`src/rtl/rs_pkg.sv`:
```
// Shared Reed-Solomon constants: field polynomial, default geometry, FSM states
// and the alpha^j constant table used by the syndrome cells.
package rs_pkg;

    localparam int M_DEF = 8;
    localparam int N_DEF = 255;
    localparam int T_DEF = 8;

    localparam logic [8:0] PRIM_POLY = 9'h11D;

    typedef enum logic {
        ACCUM = 1'b0,
        DONE  = 1'b1
    } state_e;

    function automatic logic [7:0] alpha_pow(input int k);
        logic [7:0] x;
        x = 8'h01;
        for (int i = 0; i < k; i++) begin
            x = {x[6:0], 1'b0} ^ (x[7] ? PRIM_POLY[7:0] : 8'h00);
        end
        return x;
    endfunction

    function automatic logic [2*T_DEF*M_DEF-1:0] alpha_tab();
        logic [2*T_DEF*M_DEF-1:0] tab;
        tab = '0;
        for (int j = 1; j <= 2*T_DEF; j++) begin
            tab[j*M_DEF-1 -: M_DEF] = alpha_pow(j);
        end
        return tab;
    endfunction

    // alpha^j lives at bits [j*M-1 -: M], matching the synd bus layout
    localparam logic [2*T_DEF*M_DEF-1:0] ALPHA_TAB = alpha_tab();

endpackage

```
`src/rtl/rs_syndrome_calc_if.sv`:
```
// Symbol input and syndrome output handshakes of rs_syndrome_calc.
// synd_nonzero exists only when RS_SYND_FLAG_EN is defined.
interface rs_syndrome_calc_if
    import rs_pkg::*;
#(
    parameter int M = M_DEF,
    parameter int T = T_DEF
);

    logic             in_valid;
    logic             in_ready;
    logic [M-1:0]     in_data;
    logic             synd_valid;
    logic             synd_ready;
    logic [2*T*M-1:0] synd;
`ifdef RS_SYND_FLAG_EN
    logic             synd_nonzero;

    modport master (
        output in_valid, in_data, synd_ready,
        input  in_ready, synd_valid, synd, synd_nonzero
    );

    modport slave (
        input  in_valid, in_data, synd_ready,
        output in_ready, synd_valid, synd, synd_nonzero
    );
`else
    modport master (
        output in_valid, in_data, synd_ready,
        input  in_ready, synd_valid, synd
    );

    modport slave (
        input  in_valid, in_data, synd_ready,
        output in_ready, synd_valid, synd
    );
`endif

endinterface

```
`src/rtl/gf_multiplier_comb.sv`:
```
// Combinational GF(2^M) multiplier; a constant operand folds away in synthesis.
module gf_multiplier_comb #(
    parameter int         M    = 8,
    parameter logic [M:0] POLY = 9'h11D
) (
    input  logic [M-1:0] a_i,
    input  logic [M-1:0] b_i,
    output logic [M-1:0] p_o
);

    always_comb begin
        logic [M-1:0] sh;
        p_o = '0;
        sh  = a_i;
        for (int i = 0; i < M; i++) begin
            if (b_i[i]) p_o = p_o ^ sh;
            sh = {sh[M-2:0], 1'b0} ^ (sh[M-1] ? POLY[M-1:0] : '0);
        end
    end

endmodule

```
`src/rtl/rs_synd_cell.sv`:
```
// One Horner cell: S <= S * alpha^j ^ symbol on accept, cleared on handshake.
module rs_synd_cell
    import rs_pkg::*;
#(
    parameter int           M       = 8,
    parameter logic [M-1:0] ALPHA_J = '0
) (
    input  logic         clk,
    input  logic         rst_n,
    input  logic         acc_i,
    input  logic         clr_i,
    input  logic [M-1:0] din_i,
    output logic [M-1:0] s_o,
    output logic [M-1:0] s_d_o
);

    logic [M-1:0] s_q;
    logic [M-1:0] s_d;
    logic [M-1:0] prod;

    gf_multiplier_comb #(
        .M    (M),
        .POLY ((M+1)'(PRIM_POLY))
    ) u_mul (
        .a_i (s_q),
        .b_i (ALPHA_J),
        .p_o (prod)
    );

    always_comb begin
        s_d = s_q;
        if (clr_i)      s_d = '0;
        else if (acc_i) s_d = prod ^ din_i;
    end

    always_ff @(posedge clk or negedge rst_n) begin
        if (!rst_n) s_q <= '0;
        else        s_q <= s_d;
    end

    assign s_o   = s_q;
    assign s_d_o = s_d;

endmodule

```
`src/rtl/rs_syndrome_calc.sv`:
```
// RS syndrome calculator: 2T parallel Horner cells, block counter and ACCUM/DONE FSM.
// Optional registered synd_nonzero flag via `define RS_SYND_FLAG_EN.
module rs_syndrome_calc
    import rs_pkg::*;
#(
    parameter int M = M_DEF,
    parameter int N = N_DEF,
    parameter int T = T_DEF
) (
    input  logic                     clk,
    input  logic                     rst_n,
    rs_syndrome_calc_if.slave        bus
);

    localparam int CW = (N > 1) ? $clog2(N) : 1;

    state_e           state_q;
    state_e           state_d;
    logic [CW-1:0]    cnt_q;
    logic [CW-1:0]    cnt_d;
    logic             accept;
    logic             clr;
    logic [2*T*M-1:0] synd_q;
    logic [2*T*M-1:0] synd_d;

    assign accept = bus.in_valid && (state_q == ACCUM);
    assign clr    = bus.synd_ready && (state_q == DONE);

    always_comb begin
        state_d = state_q;
        cnt_d   = cnt_q;
        unique case (state_q)
            ACCUM: begin
                if (accept) begin
                    if (cnt_q == CW'(N-1)) begin
                        cnt_d   = '0;
                        state_d = DONE;
                    end else begin
                        cnt_d = cnt_q + 1'b1;
                    end
                end
            end
            DONE: begin
                if (bus.synd_ready) state_d = ACCUM;
            end
        endcase
    end

    always_ff @(posedge clk or negedge rst_n) begin
        if (!rst_n) begin
            state_q <= ACCUM;
            cnt_q   <= '0;
        end else begin
            state_q <= state_d;
            cnt_q   <= cnt_d;
        end
    end

    for (genvar j = 1; j <= 2*T; j++) begin : g_cell
        rs_synd_cell #(
            .M       (M),
            .ALPHA_J (M'(alpha_pow(j)))
        ) u_cell (
            .clk   (clk),
            .rst_n (rst_n),
            .acc_i (accept),
            .clr_i (clr),
            .din_i (bus.in_data),
            .s_o   (synd_q[j*M-1 -: M]),
            .s_d_o (synd_d[j*M-1 -: M])
        );
    end

    assign bus.in_ready   = (state_q == ACCUM);
    assign bus.synd_valid = (state_q == DONE);
    assign bus.synd       = synd_q;

`ifdef RS_SYND_FLAG_EN
    // Reduced from next-state so the flag lands on the same edge as S_j
    logic nz_q;

    always_ff @(posedge clk or negedge rst_n) begin
        if (!rst_n) nz_q <= 1'b0;
        else        nz_q <= |synd_d;
    end

    assign bus.synd_nonzero = nz_q;
`endif

endmodule

```
`src/flat_wrapper.sv`:
```
// flat-port wrapper written by rule: the top's interface ports become plain ports
module rs_syndrome_calc_flat import rs_pkg::*;
#(
    parameter int M = M_DEF,
    parameter int N = N_DEF,
    parameter int T = T_DEF
)
  (clk, rst_n, bus_in_valid, bus_in_data, bus_synd_ready, bus_in_ready, bus_synd_valid, bus_synd);
  rs_syndrome_calc_if #(.M(M), .T(T)) bus_i ();
  input  logic clk;
  input  logic rst_n;
  input wire logic [$bits(bus_i.in_valid)-1:0] bus_in_valid;
  input wire logic [$bits(bus_i.in_data)-1:0] bus_in_data;
  input wire logic [$bits(bus_i.synd_ready)-1:0] bus_synd_ready;
  output wire logic [$bits(bus_i.in_ready)-1:0] bus_in_ready;
  output wire logic [$bits(bus_i.synd_valid)-1:0] bus_synd_valid;
  output wire logic [$bits(bus_i.synd)-1:0] bus_synd;
  assign bus_i.in_valid = bus_in_valid;
  assign bus_i.in_data = bus_in_data;
  assign bus_i.synd_ready = bus_synd_ready;
  assign bus_in_ready = bus_i.in_ready;
  assign bus_synd_valid = bus_i.synd_valid;
  assign bus_synd = bus_i.synd;
  rs_syndrome_calc #(.M(M), .N(N), .T(T)) u_core (.clk(clk), .rst_n(rst_n), .bus(bus_i));
endmodule
```
`config.mk`:
```
export PLATFORM = sky130hd
export DESIGN_NAME = rs_syndrome_calc_flat
export DESIGN_NICKNAME = d
export VERILOG_FILES = /design/src/rtl/rs_pkg.sv /design/src/rtl/rs_syndrome_calc_if.sv /design/src/rtl/gf_multiplier_comb.sv /design/src/rtl/rs_synd_cell.sv /design/src/rtl/rs_syndrome_calc.sv /design/src/flat_wrapper.sv
export SDC_FILE = /design/constraint.sdc
export NUM_CORES = 1
export LEC_CHECK = 0
export ABC_AREA = 1
export CORE_AREA = 5 5 140 142
export DETAILED_ROUTE_END_ITERATION = 16
export DIE_AREA = 0 0 145 147
export PLACE_DENSITY = 0.91
export SYNTH_ARGS = -nofsm -noshare
export SYNTH_HDL_FRONTEND = slang
export SYNTH_SLANG_ARGS = --single-unit
```
`constraint.sdc`:
```
create_clock -name clk -period 2.5 [get_ports clk]
set_input_delay 0.25 -clock clk [delete_from_list [all_inputs] [get_ports clk]]
set_output_delay 0.25 -clock clk [all_outputs]
set_load 0.005 [all_outputs]
```
==> metrics.md <==
| Metric | Value |
|---|---|
| Status | finished clean |
| Routed Antenna Nets | 0 |
| Clock Sinks | 137 |
| Final Cell Area | 12,100 sq um |
| Critical Path AT | 1.65 ns |
| Initial antenna violation count | 0 |
| Largest family of logic cells by synthesized area | XOR/XNOR gates |
| CP peak stage delay | 0.63 ns |
| Die W | 145 um |
| CP Data Required Time | 2.25 ns |
| Vias in the first global route | 9,376 |
| Total Routed Length | 29.0 mm |
| Achievable Freq | 0.526 GHz |
| Post-Synth Adder-Cell Area | 0.254% |
| Crit-path max FO | 9 |
| Final period util | 76.1% |
| DR iter-0 viols | 900 |
| CP bufs+invs | 1 |
| Worst setup EP type | output pin |
| Worst-skew pair later-pin latency | 0.43 ns |
| Largest net degree at the start of global routing | 59 |
| Post-synthesis net count | 1,314 |
| Setup TNS | 0 ns |
| Post-synthesis cell area | 9850 sq um |
| Clock root buffer | clkbuf_16 |
| Area of the multi-input gates | 5670 sq um |
| Wire length of the first global-routing pass | 46.9 mm |
| Initial core utilization | 53.7% |
| Slew HR | 52.7% |
| Antenna fix cells | 0 |
| Num rows | 50 |
| CP startpoint kind | flip-flop |
| IO buf count | 141 |
| Sequential cell area | 3430 sq um |
| Layout cells sized above 1 | 6.41% |
| Final Skew | 0.00432 ns |
| Slowest CP cell | dfrtp_1 |
| Class of the worst hold path | primary input to asynchronous set/reset pin |
| Synth area leaders | dfrtp_1 (35%), nand2_1 (15%), xnor2_1 (12%), xor2_1 (12%), o21ai_0 (5.6%) |
| DRC | 0 |
| # Post-CTS Setup Buffers | 0 |
| Crit Path Category | flip-flop to output pin |
| Placed cell areas | 11,500 sq um |
| Async set-reset flop share out of synthesis | 100% |
| Worst Hold Slack | 0.360 ns |
| Primary FF master, synth | dfrtp_1 |
| Simple-Gate Fraction of Synth Area | 21.6% |
| Top cell type's share of synthesized area | 34.8% |
| GRT Residual Overflow | 0 |
| Sequential-to-total area share from yosys stat | 34.8% |
| I/O pin cnt | 142 |
| Yosys warnings | 0 |
| Total track usage | 26.9% |
| Average size of a mapped cell | 7.58 sq um |
| Cell taking the most area after synthesis | dfrtp_1 |
| Mapped Cells | 1,300 |
| Worst-Margin Slew | 0.708 ns |
| Via/cell ratio | 5.60 |
| Total of max-cap violations | 0 |
| Xor and xnor area share after synthesis | 26.0% |
| Final setup vio count | 0 |
| CTS tree | built |
| Top delay family on crit path | flip-flops |
| Unrepaired setup endpoints after global routing | no |
| Die Height | 147 um |
| Post-layout min period | 1.90 ns |
| Compound-cell area share of the yosys netlist | 9.64% |
| Fillers | 1,398 |
| Post-synth EDFFs | 0 |
| Max Buffers Root-to-Sink | 2 |
| CTS H-tree lvls | 4 |
| Fin. max-slew vios | 0 |
| Post-CTS sizing | 0 |
| Multiplexer share of the synthesized area | 0% |
| Core Box Area | 18,300 sq um |
| Wirelength per Cell | 17.4 um |
| Routability cong. | 0.934 |
| First-pass detailed-route iteration total | 5 |
| Area growth syn-to-layout | 22.4% |
| Num CTS Buffers | 17 |
| Die ar. | 21,300 sq um |
| Vias | 9,347 |
| Detailed placement HPWL | 20.1 mm |
| Synth cell types | 42 |
| Yosys reg bits | 137 |
| Clk pin slew, worst setup/hold paths | 0.06 ns |
| CP cell instances | clkdlybuf4s50_1 |
| Nets | 1,436 |
| Final Hold Vio Count | 0 |
==> layer usage <==
metal / share of wire (%) / GRT usage (%) / wire (um) / vias up
met1: 40 / 33.4 / 11500 / 4449
met2: 49 / 44.6 / 14100 / 466
li1: - / - / - / 4318
met3: 7.4 / 5.18 / 2150 / 114
met4: 4.3 / 13.7 / 1240 / 0
met5: 0 / 0 / 0 / -
==> repair_timing <==
item                                    in CTS  in global routing
endpoints found under the hold margin       56                  0
endpoints found under the setup margin       0                  0
hold buffers                                 1                  0
==> synth_stat cells, types with 2 or more instances <==
library cell,number
xnor2_2,7
xor2_1,131
nand2_2,11
a21oi_1,25
clkinv_1,2
nand3_1,56
ha_1,2
nor3_1,4
nand2_1,381
o21ai_1,8
buf_2,26
and2_1,4
buf_1,4
o21ai_0,111
nor2_1,54
xor2_2,3
clkbuf_1,24
buf_6,4
nand3b_1,4
buf_4,5
nand4_1,3
xnor2_1,137
dfrtp_1,137
a32o_1,2
inv_2,7
o22ai_1,28
inv_1,105
==> flip-flops by register name (all words and copies together), names as in the netlist <==
register	cells
u_core.cnt_q	8
u_core.g_cell.u_cell.s_o	128
u_core.bus.synd_valid	1
==> worst paths after layout <==
path	from	to	slack (ns)	depth (start not counted)
min in group clk	bus_synd_ready	u_core.bus.synd_valid$_DFF_PN0_	0.44	2
max in group asynchronous	rst_n	u_core.g_cell[3].u_cell.s_o[3]$_DFFE_PN0P_	1.34	3
min	rst_n	u_core.g_cell[6].u_cell.s_o[2]$_DFFE_PN0P_	0.36	2
min reg2reg	u_core.cnt_q[7]$_DFFE_PN0P_	u_core.cnt_q[7]$_DFFE_PN0P_	0.48	1
max	u_core.g_cell[11].u_cell.s_o[6]$_DFFE_PN0P_	bus_synd[86]	0.60	1
max reg2reg	u_core.g_cell[11].u_cell.s_o[6]$_DFFE_PN0P_	u_core.g_cell[11].u_cell.s_o[3]$_DFFE_PN0P_	0.60	11
==> stage by stage <==
stage / util, % / worst slack, ns / std cells
final: 65.8 / 0.598 / 1669
after global routing: 65.8 / 0.417 / 1669
after CTS: 65.8 / 0.579 / 1669
after detailed placement: 62.5 / 0.529 / 1636
after global placement: 62.5 / 0.576 / 1636
after floorplan: - / 0.988 / 1300
==> placed cells by master (no fill, tap or decap), types with 3 or more instances in the layout <==
cell type / count
inv_1: 105
clkinvlp_4: 4
nand2_1: 380
clkdlybuf4s50_1: 140
xnor2_1: 137
and2_1: 4
o21ai_1: 8
bufinv_16: 3
inv_2: 7
xor2_2: 3
xor2_1: 131
nor3_1: 4
buf_12: 3
nand4_1: 3
nor2_1: 54
dfrtp_1: 137
buf_4: 22
nand3b_1: 4
clkbuf_16: 17
nand3_1: 56
nand2_2: 12
o22ai_1: 28
a21oi_1: 25
clkinv_2: 5
xnor2_2: 7
o21ai_0: 111
==> cell families (layout without fill, tap and decap cells) <==
logic type      after synthesis  count (layout)
buf+inv                     179             314
fa+ha+maj                     2               2
simple gates                524             524
compound gates              178             178
flops                       137             137
xor+xnor                    280             280
==> area by class of cell <==
type	count	share of cell area [%]
Clock buffer	19	3.59
Clock inverter	13	1.28
Inverter	115	3.60
Multi-Input combinational cell	984	47.0
Sequential cell	137	28.4
Tap cell	234	2.43
Timing Repair Buffer	167	13.7
Power is left out: the tool's default activity adds up to more than one toggle a clock period on the data nets, which glitch-free logic cannot reach.
==> edit, RTL diff (same settings) <==
The package constant `N_DEF` goes from 255 to 510.
--- a/src/rtl/rs_pkg.sv
+++ b/src/rtl/rs_pkg.sv
@@ -4,5 +4,5 @@
 
     localparam int M_DEF = 8;
-    localparam int N_DEF = 255;
+    localparam int N_DEF = 510;
     localparam int T_DEF = 8;
 
Function: not settled (the Yosys comparison gave no result); the edit may change what the design does.
==> edit against the original RTL <==
  * Sequential share of layout area is 0.71 points lower
  * Worst setup slack worse by 0.024 ns
  * Routed wire length is 7.7% higher
  * Sequential cell count is 1 higher
  * Synthesized area is 4.8% higher
  * Non-clock buffer count is 3 lower
  * Cell area is 3.3% higher
  * Global-route usage is 2.0 points higher
  * Critical path type unchanged
  * Highest routed layer unchanged
Power is not shown: default switching activity piles up to over one toggle a cycle in this logic, so the estimate is an artifact.
==> edit: results (changes against the original RTL) <==
IO Port Bufs = 141 (unchanged)
Critical R2R Capture = u_core.g_cell[10].u_cell.s_o[3]
first-pass GRT wire length = 50.7 mm (+8.1%)
worst setup path endpoint = bus_synd[78]
post-DP HPWL = 21.2 mm (+5.6%)
CP max-delay cell = dfrtp_1
Clock Skews = 0.0109 ns (+0.00653 ns)
max reg flops = 128 (unchanged)
ratio of cells with drive above 1 in the final layout = 0.0738 (+0.00970)
Setup TNS = 0 ns (unchanged)
n_diodes = 0 (unchanged)
Synth top cells by count = nand2_1, dfrtp_1, xnor2_1
Post-CTS Setup Bufs = 0 (unchanged)
delay of the slowest cell on the worst path = 0.63 ns (about the same)
worst-path fanout max = 9 (unchanged)
slew margin rel. = 0.591 (+0.0640)
Yosys cell types = 41 (-2.4%)
WP data arrival = 1.68 ns (+0.03 ns)
final net count = 1559 (+8.6%)
vias per inst = 5.77 (+3.0%)
# H-tree levels = 4 (unchanged)
Mapped Nets = 1445 (+10%)
largest net degree at the start of global routing = 61 (+3.4%)
Ys Warns = 0 (unchanged)
fraction of registers with async set/reset = 1.00 (unchanged)
vias in the first global route = 10.3k (+9.6%)
Synth area leaders = dfrtp_1, nand2_1, xnor2_1
worst skew pair latency = 0.44 ns
total routed wirelength = 31.2 mm (+7.7%)
DR iter-0 viols = 989 (+9.9%)
CP Launch Point = u_core.g_cell[10].u_cell.s_o[6]
sequential share of the synthesized area = 0.335 (-0.0135)
CP top delay family = flip-flops
FF-to-FF path depth = 11 (unchanged)
gr usage total = 0.289 (+0.0203)
GRT Residual Overflow = 0 (unchanged)
top_reg_cell synth = dfrtp_1
TritonRoute pass-1 iters = 5 (unchanged)
reg2reg setup slack = 0.61 ns
Hold Path Class = in -> async
antenna violations before repair = 0 (unchanged)
Worst-path clk slew = 0.06 ns (about the same)
status = finished, final reports clean
Max clock buf depth = 2 (unchanged)
routability cong. = 0.927 (-0.65%)
clock root cell = clkbuf_16
total CTS buffers = 17 (unchanged)
## edit: how the worst min path moves through the flow
stage                                  endpoint
after global placement          u_core.cnt_q[5]
after detailed placement        u_core.cnt_q[5]
after floorplan           u_core.bus.synd_valid
final                           u_core.cnt_q[5]
after global routing      u_core.bus.synd_valid
after CTS                       u_core.cnt_q[5]
## edit: logic make-up (layout without fill, tap and decap cells)
logic type | Yosys count | count (layout) | synth area share
and+or+nand+nor | 689 | 689 | 0.272
xor gates and xnor gates | 244 | 244 | 0.223
buffers and inverters | 190 | 317 | 0.0800
AOI/OAI and AO/OA | 168 | 168 | 0.0879
DFF | 138 | 138 | 0.335
adders and majority gates | 2 | 2 | 0.00242
## edit: timing repair
| item | 4_1_cts | 5_1_grt |
|---|---|---|
| hold buffers | 1 | 0 |
| gates resized for setup | 0 | 0 |
| hold endpoints to repair | 55 | 0 |
## edit: metal layers
layer / GRT usage / wire (um)
met1: 0.359 / 11900
met2: 0.471 / 14700
met3: 0.0722 / 3220
met4: 0.141 / 1430
met5: 0 / 0
## edit: final cells by class
cell class / count / area (um^2)
multi-input combinational: 1103 / 6040
fill: 1403 / 5870
clock buffer: 19 / 433
clock inverter: 13 / 153
timing repair buffer: 164 / 1630
sequential: 138 / 3450
inverter: 121 / 458
tap: 234 / 293
## edit: worst register-to-register path: stages (launching register included)
cell and delay, ns:
dfrtp_1 0.63, clkinv_1 0.17, nand2_1 0.11, nand3_1 0.10, nand2_2 0.16, nand2_1 0.09
nand2_2 0.11, nand3_1 0.12, nand2_1 0.10, nand2_1 0.05, nand3_1 0.09, nand2_1 0.05
## edit: metrics by stage
stage	cells	area (um^2)	utilization	hold slack, ns	setup WS (ns)
final	1792	12500	0.680	0.345	0.575
after global routing	1792	12500	0.680	0.412	0.383
after CTS	1792	12500	0.680	0.377	0.556
after detailed placement	1759	11900	0.647	0.267	0.465
after global placement	1759	11900	0.647	0.268	0.540
after floorplan	1431	10300	-	-0.0456	1.03
